File: src/rtl/sync_fifo_flex.sv
// Single-clock circular-buffer FIFO for any DEPTH. It provides an occupancy count,
// programmable almost flags, overflow/underflow pulses and an optional FWFT read port.
module sync_fifo_flex #(
    parameter int WIDTH    = 8,
    parameter int DEPTH    = 64,
    parameter int AF_LEVEL = DEPTH - 4,
    parameter int AE_LEVEL = 4,
    parameter int FWFT     = 0,
    parameter int CW       = $clog2(DEPTH + 1)
) (
    input  logic             clk,
    input  logic             rst,
    input  logic             write,
    input  logic [WIDTH-1:0] data_in,
    input  logic             read,
    output logic [WIDTH-1:0] data_out,
    output logic             full,
    output logic             empty,
    output logic             almost_full,
    output logic             almost_empty,
    output logic [CW-1:0]    count,
    output logic             overflow,
    output logic             underflow
);

    localparam int            PW      = (DEPTH > 1) ? $clog2(DEPTH) : 1;
    localparam logic [PW-1:0] LAST    = PW'(DEPTH - 1);
    localparam logic [CW-1:0] DEPTH_C = CW'(DEPTH);
    localparam logic [31:0]   AF_U    = 32'(AF_LEVEL);
    localparam logic [31:0]   AE_U    = 32'(AE_LEVEL);

    logic [WIDTH-1:0] mem [DEPTH];
    logic [PW-1:0]    wr_ptr;
    logic [PW-1:0]    rd_ptr;
    logic [CW-1:0]    count_q;
    logic             wr_ok;
    logic             rd_ok;

    // Pointers wrap explicitly so that a non-power-of-two DEPTH never indexes past the end.
    function automatic logic [PW-1:0] ptr_next(input logic [PW-1:0] p);
        return (p == LAST) ? '0 : p + 1'b1;
    endfunction

    // A full FIFO can still take a write in the same cycle that a read frees a slot.
    assign rd_ok = read && (count_q != '0);
    assign wr_ok = write && ((count_q != DEPTH_C) || rd_ok);

    always_ff @(posedge clk or posedge rst) begin
        if (rst) begin
            wr_ptr    <= '0;
            rd_ptr    <= '0;
            count_q   <= '0;
            overflow  <= 1'b0;
            underflow <= 1'b0;
        end else begin
            if (wr_ok) wr_ptr <= ptr_next(wr_ptr);
            if (rd_ok) rd_ptr <= ptr_next(rd_ptr);
            case ({wr_ok, rd_ok})
                2'b10:   count_q <= count_q + 1'b1;
                2'b01:   count_q <= count_q - 1'b1;
                default: count_q <= count_q;
            endcase
            overflow  <= write && !wr_ok;
            underflow <= read && !rd_ok;
        end
    end

    always_ff @(posedge clk) begin
        if (wr_ok) mem[wr_ptr] <= data_in;
    end

    // The flags decode only the registered count, so read/write never reach them combinationally.
    assign count        = count_q;
    assign full         = (count_q == DEPTH_C);
    assign empty        = (count_q == '0);
    assign almost_full  = (32'(count_q) >= AF_U);
    assign almost_empty = (32'(count_q) <= AE_U);

    generate
        if (FWFT != 0) begin : g_fwft
            assign data_out = empty ? '0 : mem[rd_ptr];
        end else begin : g_std
            logic [WIDTH-1:0] dout_q;
            always_ff @(posedge clk or posedge rst) begin
                if (rst)        dout_q <= '0;
                else if (rd_ok) dout_q <= mem[rd_ptr];
            end
            assign data_out = dout_q;
        end
    endgenerate

endmodule

File: config.mk
export PLATFORM = sky130hd
export DESIGN_NAME = sync_fifo_flex
export DESIGN_NICKNAME = d
export VERILOG_FILES = /design/src/rtl/sync_fifo_flex.sv
export SDC_FILE = /design/constraint.sdc
export NUM_CORES = 1
export LEC_CHECK = 0
export CELL_PAD_IN_SITES_DETAIL_PLACEMENT = 0
export CELL_PAD_IN_SITES_GLOBAL_PLACEMENT = 1
export CORE_ASPECT_RATIO = 1.75
export CORE_MARGIN = 2
export CORE_UTILIZATION = 48
export CTS_CLUSTER_DIAMETER = 60
export DETAILED_ROUTE_END_ITERATION = 8
export PLACE_DENSITY = 0.76
export SYNTH_ARGS = -nofsm -noshare
export SYNTH_HDL_FRONTEND = slang
export SYNTH_SLANG_ARGS = --single-unit
File: constraint.sdc
create_clock -name clk -period 3.9 [get_ports clk]
set_input_delay 1.17 -clock clk [delete_from_list [all_inputs] [get_ports clk]]
set_output_delay 1.17 -clock clk [all_outputs]
set_load 0.02 [all_outputs]
**Word level (Yosys, flattened, before mapping)**

Memory sizes are Yosys's and may differ from the RTL's. A register that Yosys moved wholly into a read port is not among the register bits.
Cells that the tools add are included.

- Muxes and demuxes: 5
- Reductions and logical operators: 10
- Equal/unequal tests: 6
- Magnitude comparators: 2
- Add/sub/neg operators: 4

Operator list:

| cell | count |
|---|---|
| one-hot mux 7 bit (2 select lines) | 1 |
| adder 6 x 1 -> 6 bit, second input constant | 2 |
| equality test 6 bit, second input constant | 2 |
| two-way mux 6 bit | 2 |
| adder 7 x 1 -> 7 bit, second input constant | 1 |
| equality test 7 bit, second input constant | 1 |
| >= comparator 7 x 6 -> 1 bit, second input constant | 1 |
| less-or-equal comparator 7 x 3 -> 1 bit, second input constant | 1 |
| zero test 7 bit | 1 |
| != test 7 bit, second input constant | 1 |
| nonzero test 7 bit | 1 |
| subtractor 7 x 1 -> 7 bit, second input constant | 1 |
| logical AND 1 bit | 4 |
| equality test 2 x 1 -> 1 bit, second input constant | 1 |
| equality test 2 bit, second input constant | 1 |
| zero test 1 bit | 2 |
| two-way mux 1 bit | 2 |
| nonzero test 2 bit | 1 |
| logical OR 1 bit | 1 |

- Output and inout port bits: 21
- Word-level logic and storage cells: 33
- Input bits: 12
- Flip-flop bits (word level): 21
- Memories: 1
- Bits in writable memories: 512

Memory list:

| name | depth | width | read ports | clocked after memory_dff | wr ports | line | source |
|---|---|---|---|---|---|---|---|
| mem | 64 | 8 | 1 | 1 | 1 | 32 | `logic [WIDTH-1:0] mem [DEPTH];` |

**Logic depth before layout (Yosys ltp)**

- Depth in word-level cells: 6
- Mapped depth: 11
- Depth with buffers taken out: 9

**Least setup slack after synthesis**

No wires, ideal clock.

- Kind: register to register
- From: reg count_q[0], in the netlist count[0]
- To: reg count_q[6], in the netlist count[6]
- Data arrival time: 3.092 ns
- Cell stages (with the launch flop): 12
- Required time: 3.810 ns
- Clock period less this slack: 3.182 ns
- Setup slack: 0.718 ns
- Library setup time: 0.090 ns
- Path buffers: 2
- Path through: dfrtp_1 > or3_1 > clkbuf_1 > o31ai_2 > buf_2 > nor2_1 > fa_1 > a21o_1 > a21oi_1 > o211ai_1 > o32a_1 > o221ai_1

- Word-level cells in the longest chain between the ends: 6
- Elaborated cells between the ends (all ways): 11
- Classes of those cells: 2 x add/sub; 3 x eq/ne; 1 x mux; 5 x reduce/logical

Ends and longest elaborated chain:

| item | line | source |
|---|---|---|
| start, declared | 35 | `logic [CW-1:0] count_q;` |
| start signal, assigned | 59 | `2'b10: count_q <= count_q + 1'b1;` |
| start signal, assigned | 60 | `2'b01: count_q <= count_q - 1'b1;` |
| start signal, assigned | 61 | `default: count_q <= count_q;` |
| parallel branches: the longest is 6 deep, another holds subtractor 7 x 1 -> 7 bit | -- |  |

Parallel ways; which one is timed is not known.
A chain may end at the register's enable or synchronous reset.

**Worst setup path in the final report**

- From: reg count_q[3], in the netlist count[3]
- To: out empty

- Word-level cells in the longest chain between the ends: 1

Ends and longest elaborated chain:

| item | line | source |
|---|---|---|
| zero test 7 bit | 75 | `assign empty = (count_q == '0);` |
| end, declared | 18 | `output logic empty,` |

Every way passes these cells.

==> results.md <==
- The mean area per synthesized cell is 20.0 sq um.
- The buffers inserted during post-CTS setup optimization is 0.
- Summing the areas of all fa, ha and maj instances in the mapped netlist gives 0.500% of the synthesized area.
- The number of search-and-repair iterations in the first detailed-routing pass is 5.
- The final net count is 1185.
- On the critical path, the stage with the largest delay is an instance of clkdlybuf4s50_1.
- The setup check on the worst reg-to-reg path leaves a slack of approximately 0.8 ns.
- The count of placed standard cells in the final layout, fillers left out is ~1800.
- By area, the combinational part of the netlist is dominated by multiplexers.
- The combined global-route utilization of all metal layers is 20.8%.
- At the worst endpoint, the arrival time is between 2 and 3 ns.
- The most used flip-flop cell after synthesis is edfxtp_1.
- The total clock buffers created by CTS is 44.
- The count of unresolved DRC violations after routing is 0.
- Detailed placement finished with a half-perimeter wire length of 31400 um.
- In the layout the commonest cells are edfxtp_1 (512), nor2_1 (99), mux4_2 (99).
- Post-CTS repair changed the size of 0 cells.
- The final-report max-slew violation count is 0.
- The number of synthesized flops with an enable pin is 512.
- The number of antenna violations at the first check in global routing is 0.
- The core footprint is approximately 44000 sq um.
- By startpoint and endpoint, the worst setup path is classified as flop to output port.
- The worst pin sits at a relative slew slack of 36.3%.
- The total overflow reported by the global router is 0.
- After clock tree synthesis, the clock-pin slew on the worst setup and hold paths is 0.07 ns.
- The floorplan step set the die height to 284 um.
- The top fanout value on the critical path is 8.
- The stage delay of the slowest cell on the critical path is 0.65 ns.
- Setup repair after global routing left no endpoint under its margin.
- The iteration-0 DRC count of the detailed router is 1032.
- In this run the cell area of the synthesized design comes to 21500 sq um.
- The latest clock arrival within the worst-skew pair is 0.57 ns.
- In this run the biggest area consumer among cell types represents a little under three quarters of the synthesized area.
- The clock root buffer is clkbuf_16.
- The number of buffers inserted by hold repair at cts is 0.
- The slew at the pin with the worst max-slew slack is 0.956 ns.
- For the final database, setup skew stands at approximately 0.028 ns.
- The final setup violation count is 0.
- The type of element capturing the critical path is an output port.
- The startpoint kind of the worst setup timing path is a flop.
- Of the synthesized area, sequential elements account for approximately three quarters.
- The flow ran to the end, and the final reports show no timing, DRC or antenna violations.
- The share of post-route cells with drive strength above 1 is 22.2%.
- The xor and xnor area share after synthesis is 0.366%.
- The setup TNS is 0 ns.
- The proportion of synthesized area in mux cells is between 10% and 20%.
- The longest clock path from root to sink contains 3 buffers.
- The die covers 46600 sq um.
- The initial utilization of the core area, before any placement, comes to 48.6%.
- The number of vias after detailed routing is 10600.
- CTS saw 541 sinks.
- The buffer and inverter count on the worst path is 1.
- The via count of the first global-routing pass was 10800.
- Walking the worst path, the cells encountered are or3_1 -> nor3_1 -> clkdlybuf4s50_1.
- The max-cap violation count is 0.
- Input and output buffers added on the ports amount to 32.
- The number of nets handed over by synthesis was between 1000 and 1500.
- In the synthesized netlist the async set-or-reset flop fraction comes to between 5 and 6%.
- The site row count is 102.
- The area growth from synthesis to layout is 12.5%.
- The number of flip-flops and latches in the synthesized netlist is approximately 540.
- The congestion estimate from routability-driven global placement came to 0.854.
- The synthesized netlist devotes 3.72% of its cell area to simple gates.
- The number of vias per cell is 5.97.
- The number of antenna-violating nets in the routed design is 0.
- The total number of yosys warnings is 0.
- The required time at the worst-slack endpoint is 2.73 ns.
- The final count of hold timing violations is 0.
- The post-synthesis cell type count is 61.
- The number of placed instances, taps included is 1691.
- In this run the power density over the cells is 634 nW/um^2.
- The minimum clock period after layout is between 3 and 4 ns.
- The sequential cell area is about 16000 sq um.
- The clock tree synthesis step divided the H-tree into 2 levels.
- Leaving out fill and tap cells, the most frequent cell in the layout is edfxtp_1.
- Synthesis handed over a netlist of about 1100 instances.
- Summing the areas of all compound-gate instances in the mapped netlist gives between 3 and 4% of the synthesized area.
- The largest area contributor in the netlist is edfxtp_1.
- After layout, the worst path uses between 90% and 100% of the clock period.
- VDD sags by at most ~0.70 mV.
- The area of the multi-input gates is about 5000 sq um.
- The leakage power is 7.81 nW.
- Dividing the detail-routed wire length by the instance count gives 26.7 um.
- The I/O pin total is 33.
- The number of antenna repair diodes is 0.
- The maximum number of pins on one net before global-route repair is 65.
- The TritonCTS clock tree is done.
- After filler insertion, the fill cell instance count of the layout stands at 3312.
- On the critical path the largest part of the delay comes from simple AND/OR/NAND/NOR gates.
- The total wirelength of the detailed-routed design is 47400 um.
- The upper clock frequency limit is 0.272 GHz.
- The global-route wire length before repair is 70600 um.
- The min-delay analysis places its worst path in the category flop to flop.
- By area the synthesized netlist is led by edfxtp_1 (71%), mux4_2 (10%), dfrtp_1 (3.4%).
- The width of the die is ~160 um.
[worst paths after layout]
path                              from           to  cells after the start
max                           count[3]        empty                      3
min                        data_out[5]  data_out[5]                      2
max reg2reg                   count[3]     count[6]                      9
min reg2reg                data_out[5]  data_out[5]                      2
max in group asynchronous          rst    underflow                      3
min in group asynchronous          rst    wr_ptr[0]                      2
[metal layers]
metal	vias up	share of wire (%)	track usage, %
met1	5533	38	26.4
met4	0	3.3	7.26
met2	354	54	36.6
met5	-	0	0
li1	4602	-	-
met3	78	5.1	2.51
[synth_stat cells (all sizes together) (4+ instances only)]
library cell,n
and2,4
a31oi,7
o221ai,7
or3,4
ha,7
edfxtp,512
o22ai,9
a22o,6
a22oi,18
clkbuf,16
nand2,30
nand3,11
dfrtp,29
o21ai,7
buf,39
xnor2,7
nor2,99
nor3,8
mux4,118
inv,7
mux2,10
nor4,5
nand3b,5
a21oi,18
nor2b,5
mux2i,45
[logic make-up after synthesis]
kind of cell    after synthesis
flops                       541
simple gates                181
mux                         173
compound gates              100
buf+inv                      62
xor+xnor                      9
fa+ha+maj                     8
[area by class of cell]
class | count | area share (%)
Clock inverter | 33 | 1.49
Timing Repair Buffer | 100 | 3.48
Inverter | 7 | 0.109
Tap cell | 572 | 2.96
Clock buffer | 47 | 4.60
Sequential cell | 541 | 66.6
Multi-Input combinational cell | 471 | 20.8
[metrics by stage]
step	hold slack, ns	power (mW)	area [sq um]	setup slack (ns)	util, %
after global placement	0.514	10.9	22700	0.0744	51.3
after detailed placement	0.528	11.0	22700	0.0559	51.3
after CTS	0.545	15.5	24200	0.187	54.6
after floorplan	0.497	9.62	21500	0.718	-
after global routing	0.566	15.9	24200	0.112	54.6
final	0.545	15.3	24200	0.226	54.6
[registers in the layout, indices dropped and copies added (netlist names)]
name	cells
overflow	1
count	7
data_out	8
wr_ptr	6
underflow	1
rd_ptr	6
mem	512
[power breakdown]
part | internal [mW] | switching [mW] | leakage [nW] | total, mW
registers | 6.65 | 0.504 | 4.95 | 7.15
clock network | 2.50 | 2.01 | 0.709 | 4.51
logic | 1.66 | 2.01 | 2.16 | 3.68
[worst min-delay path: stages (launching register included)]
cell     delay (ns)
dfrtp_1        0.35
nor2_1         0.05
a21oi_1        0.11
Power figures use the tool's default switching activity.
